<file path="config.mk">
export PLATFORM = sky130hd
export DESIGN_NAME = ram_port_arbiter
export DESIGN_NICKNAME = d
export VERILOG_FILES = /design/src/rtl/ram_port_arbiter.sv
export SDC_FILE = /design/constraint.sdc
export NUM_CORES = 1
export LEC_CHECK = 0
export ABC_CLOCK_PERIOD_IN_PS = 3600
export CELL_PAD_IN_SITES_DETAIL_PLACEMENT = 2
export CELL_PAD_IN_SITES_GLOBAL_PLACEMENT = 2
export CORE_ASPECT_RATIO = 0.75
export CORE_UTILIZATION = 27
export DETAILED_ROUTE_END_ITERATION = 7
export PLACE_DENSITY = 0.83
export SLEW_MARGIN = 20
export SYNTH_ARGS = -nofsm -noshare
export SYNTH_HDL_FRONTEND = slang
export SYNTH_SLANG_ARGS = --single-unit
</file>
<file path="constraint.sdc">
create_clock -name clk -period 3.6 [get_ports clk]
set_input_delay 0.54 -clock clk [delete_from_list [all_inputs] [get_ports clk]]
set_output_delay 0.54 -clock clk [all_outputs]
set_load 0.03 [all_outputs]
</file>
<file path="src/rtl/ram_port_arbiter.sv">
// Round-robin arbiter sharing one single-port word RAM between fetch and LSU.
// Byte-masked stores are done as a two-cycle read-modify-write.
module ram_port_arbiter #(
    parameter int ADDR_W    = 10,
    parameter int DATA_W    = 32,
    parameter int PRIO_INIT = 1
) (
    input  logic                   clk,
    input  logic                   rst,
    input  logic [1:0]             req_valid,
    output logic [1:0]             req_ready,
    input  logic [1:0]             req_we,
    input  logic [1:0][3:0]        req_be,
    input  logic [1:0][ADDR_W-1:0] req_addr,
    input  logic [1:0][DATA_W-1:0] req_wdata,
    output logic [1:0]             rsp_valid,
    output logic [1:0][DATA_W-1:0] rsp_rdata,
    output logic [ADDR_W-1:0]      ram_addr,
    output logic [DATA_W-1:0]      ram_d,
    output logic                   ram_we,
    input  logic [DATA_W-1:0]      ram_q
);

    typedef enum logic {IDLE, RMW} state_t;

    state_t              state;
    logic                prio;
    logic                lport;
    logic [ADDR_W-1:0]   laddr;
    logic [DATA_W-1:0]   ldata;
    logic [DATA_W-1:0]   lold;
    logic [3:0]          lbe;

    logic                gnt;
    logic                gp;
    logic [3:0]          gbe;
    logic                full;
    logic                part;
    logic [DATA_W-1:0]   mrg;

    always_comb begin
        req_ready = '0;
        gnt       = 1'b0;
        gp        = 1'b0;
        if (!rst && state == IDLE) begin
            gp  = (req_valid == 2'b11) ? prio : req_valid[1];
            gnt = |req_valid;
            req_ready[gp] = gnt;
        end
        gbe  = req_be[gp];
        full = (gbe == 4'hF);
        part = !full && (gbe != 4'h0);
    end

    always_comb begin
        mrg = lold;
        for (int i = 0; i < 4; i++) begin
            if (lbe[i]) mrg[8*i +: 8] = ldata[8*i +: 8];
        end
    end

    // RAM side is combinational so a read completes within the grant cycle
    always_comb begin
        ram_addr = '0;
        ram_d    = '0;
        ram_we   = 1'b0;
        if (gnt) begin
            ram_addr = req_addr[gp];
            if (req_we[gp] && full) begin
                ram_we = 1'b1;
                ram_d  = req_wdata[gp];
            end
        end else if (!rst && state == RMW) begin
            ram_addr = laddr;
            ram_we   = 1'b1;
            ram_d    = mrg;
        end
    end

    always_ff @(posedge clk) begin
        if (rst) begin
            state     <= IDLE;
            prio      <= 1'(PRIO_INIT);
            rsp_valid <= '0;
            rsp_rdata <= '0;
            lport     <= 1'b0;
            laddr     <= '0;
            ldata     <= '0;
            lold      <= '0;
            lbe       <= '0;
        end else begin
            rsp_valid <= '0;
            rsp_rdata <= '0;
            unique case (state)
                IDLE: begin
                    if (gnt) begin
                        prio <= ~gp;
                        if (req_we[gp] && part) begin
                            state <= RMW;
                            lport <= gp;
                            laddr <= req_addr[gp];
                            ldata <= req_wdata[gp];
                            lold  <= ram_q;
                            lbe   <= gbe;
                        end else begin
                            rsp_valid[gp] <= 1'b1;
                            if (!req_we[gp]) rsp_rdata[gp] <= ram_q;
                        end
                    end
                end
                RMW: begin
                    state            <= IDLE;
                    rsp_valid[lport] <= 1'b1;
                end
            endcase
        end
    end

endmodule
</file>
==> results.sh <==
export IMPL_syn_to_final_growth_pct=52.1
export IMPL_post_drt_wl_per_cell_um=20.3
export IMPL_htree_levels=4
export IMPL_antenna_found_initial=1
export IMPL_synth_seq_cells=147
export IMPL_syn_num_nets=757
export IMPL_fmaxAchievable_mhz=294
export IMPL_timing_final_crit_share_pct=94.4
export IMPL_final_core_utilization_pct=42.1
export IMPL_port_buffers=240
export IMPL_worst_pin_slew_ns=0.931
export IMPL_hold_path_end="lold[1]"
export IMPL_clock_skew_final_ns=0.00758
export IMPL_hold_violations=0
export IMPL_cts_tree="built"
export IMPL_worstHoldPathCells=2
export IMPL_root_buffer="clkbuf_16"
export IMPL_critPathMaxFanout=15
export IMPL_max_cap_viol_count=0
export IMPL_p_leak_nw=3.51
export IMPL_ys_types=32
export IMPL_ys_warn_count=0
export IMPL_layout_nets=975
export IMPL_vdd_drop_max_mv=0.272
export IMPL_synthArstFlopShare_pct=0
export IMPL_r2r_cells=7
export IMPL_gp_congestion=0.746
export IMPL_clk_path_buf_depth=2
export IMPL_drt_iter0_drc=237
export IMPL_design_core_area_mm2=0.0222
export IMPL_clk_pin_slew_ns=0.07
export IMPL_ant_nets=0
export IMPL_viasPerCell=4.97
export IMPL_remaining_drc_errors=0
export IMPL_clock_sinks=147
export IMPL_cp_required_ns=3.06
export IMPL_grt_pass1_vias=6319
export IMPL_reg2reg_slack_ns=1.01
export IMPL_min_path_type="register to register"
export IMPL_ctsHoldBuffers=0
export IMPL_cts_buffers=17
export IMPL_period_needed_ns=3.40
export IMPL_track_usage_pct=20.4
export IMPL_layout_cells_non_filler=1152
export IMPL_rr_endpoint="ldata[26]"
export IMPL_rsz0062_at_grt="false"
export IMPL_clock_latency_ns=0.42
export IMPL_start_util_pct=27.7
export IMPL_rows=47
export IMPL_die_h_um=133
export IMPL_syn_area_per_cell_um2=9.78
export IMPL_syn_cell_area_mm2=0.00613
export IMPL_fillers=2380
export IMPL_synth_seq_area_share_pct=48.0
export IMPL_synth_edff_count=0
export IMPL_hpwl_um=16600
export IMPL_slew_limit_headroom_pct=37.9
export IMPL_drt_wl_total_um=23300
export IMPL_grt_pass1_wl_um=36700
export IMPL_ctsResizeCount=0
export IMPL_critPathKind="primary input to output pin"
export IMPL_num_vias=5723
export IMPL_run_status="finished clean"
export IMPL_setup_violations_final=0
export IMPL_crit_arrival_ns=2.86
export IMPL_grt_max_degree=79
export IMPL_slew_viol_final=0
export IMPL_cp_end_kind="output pin"
export IMPL_regToRegStartpoint="state"
export IMPL_power_density_mw_per_mm2=443
export IMPL_hp_start="lold[1]"
export IMPL_overflow=0
export IMPL_syn_inst=627
export IMPL_critPathLaunchType="primary input"
export IMPL_die_width_um=176
export IMPL_die_area_mm2=0.0233
export IMPL_synth_ff_type="dfxtp_1"
export IMPL_pin_count=241
export IMPL_drive_above_1_share_pct=14.6
export IMPL_diodes=0
export IMPL_postCtsSetupRepairBufs=0
export IMPL_dpl_cell_count=1120
export IMPL_firstDrtPassIters=5
export IMPL_tns_ns=0
sequential cells by signal, summed over array words and instances, names as in the netlist:
signal,count
laddr,10
lbe,4
rsp_rdata,64
lold,32
rsp_valid,2
state,1
lport,1
prio,1
ldata,32
cells by family after synthesis:
group / after synthesis / share of synthesized area [%]
AOI/OAI and AO/OA: 208 / 22.3
buffers and inverters: 63 / 4.76
DFF: 147 / 48.0
muxes: 80 / 13.2
and+or+nand+nor: 129 / 11.8
Yosys cell counts, types with 2 or more instances:
cell      number  area, um^2
o22ai_1       33         206
buf_1          5        18.8
nand2b_1       2        12.5
and2_1        64         400
buf_6          4        45.0
o21ai_0       44         220
a211oi_2      30         375
a211oi_1      16         120
clkbuf_1      34         128
nand2_1       15        56.3
inv_1          2        7.51
buf_2         17        85.1
nand4_1        3        18.8
mux2i_1       78         781
a21oi_1       80         400
dfxtp_1      147        2940
nand3_1       34         170
nor2_1         5        18.8
cells in the final DEF, fill, tap and decap left out:
master	n
o21ai_0	44
mux2i_4	1
inv_8	2
clkinvlp_4	2
nand2b_1	1
or4_4	1
or4_1	1
nor2_4	1
clkbuf_16	17
a22o_1	1
buf_12	3
o21ba_4	1
clkbuf_1	2
mux2i_1	78
o21bai_4	1
nand2b_2	1
nand3_4	1
nand2_1	15
nand3_1	33
a211oi_2	30
a21oi_1	80
o21ai_4	1
inv_1	2
a21boi_1	1
nor2_1	3
inv_6	5
o22ai_1	33
and2_1	64
nand4_1	3
nor3b_1	1
clkinv_4	4
buf_4	51
clkdlybuf4s50_1	206
mux2_4	1
and3_1	1
nor2b_1	1
dfxtp_1	147
a211oi_1	16
nor2_2	2
worst max path at each step:
stage	from	to	slack, ns	cells past startpoint
after detailed placement	req_valid[0]	ram_d[12]	0.18	9
after CTS	req_valid[0]	ram_d[12]	0.16	9
after floorplan	rst	ram_addr[0]	0.89	6
final	req_valid[0]	ram_d[12]	0.20	9
after global routing	req_valid[0]	ram_d[12]	0.09	9
after global placement	req_valid[0]	ram_d[12]	0.26	9
through the flow:
| step | power, W | instance area (um^2) | setup slack, ns | hold slack, ns |
|---|---|---|---|---|
| finish | 0.00414 | 9330 | 0.201 | 0.482 |
| floorplan | 0.00214 | 6130 | 0.886 | 0.451 |
| CTS | 0.00420 | 9330 | 0.159 | 0.482 |
| global route | 0.00431 | 9330 | 0.0886 | 0.509 |
| detailed placement | 0.00249 | 8780 | 0.181 | 0.471 |
| global placement | 0.00247 | 8780 | 0.261 | 0.464 |
report_power, final:
group | switching [W] | internal [W]
sequential | 0.0000522 | 0.00170
clock | 0.000781 | 0.000907
combinational | 0.000369 | 0.000323
metal layers:
| metal | global-route usage (%) | routed length, um |
|---|---|---|
| met3 | 6.47 | 1740 |
| met1 | 25.6 | 10400 |
| met5 | 0 | 0 |
| met2 | 33.6 | 10900 |
| met4 | 5.31 | 301 |
worst max-delay path, stage by stage:
cell             delay, ns
clkdlybuf4s50_1       0.44
nand2b_1              0.19
nand3_4               0.26
buf_4                 0.31
nor2_1                0.23
o21ai_4               0.09
buf_4                 0.21
o22ai_1               0.34
buf_4                 0.23
cell type report:
| type | count | area [um^2] | area share, % |
|---|---|---|---|
| Clock buffer | 19 | 433 | 4.64 |
| Clock inverter | 13 | 116 | 1.25 |
| Inverter | 2 | 7.51 | 0.0805 |
| Multi-Input combinational cell | 417 | 2960 | 31.7 |
| Sequential cell | 147 | 2940 | 31.5 |
| Tap cell | 294 | 368 | 3.94 |
| Timing Repair Buffer | 260 | 2500 | 26.9 |
Note: power is estimated with default switching activity, not from simulation.
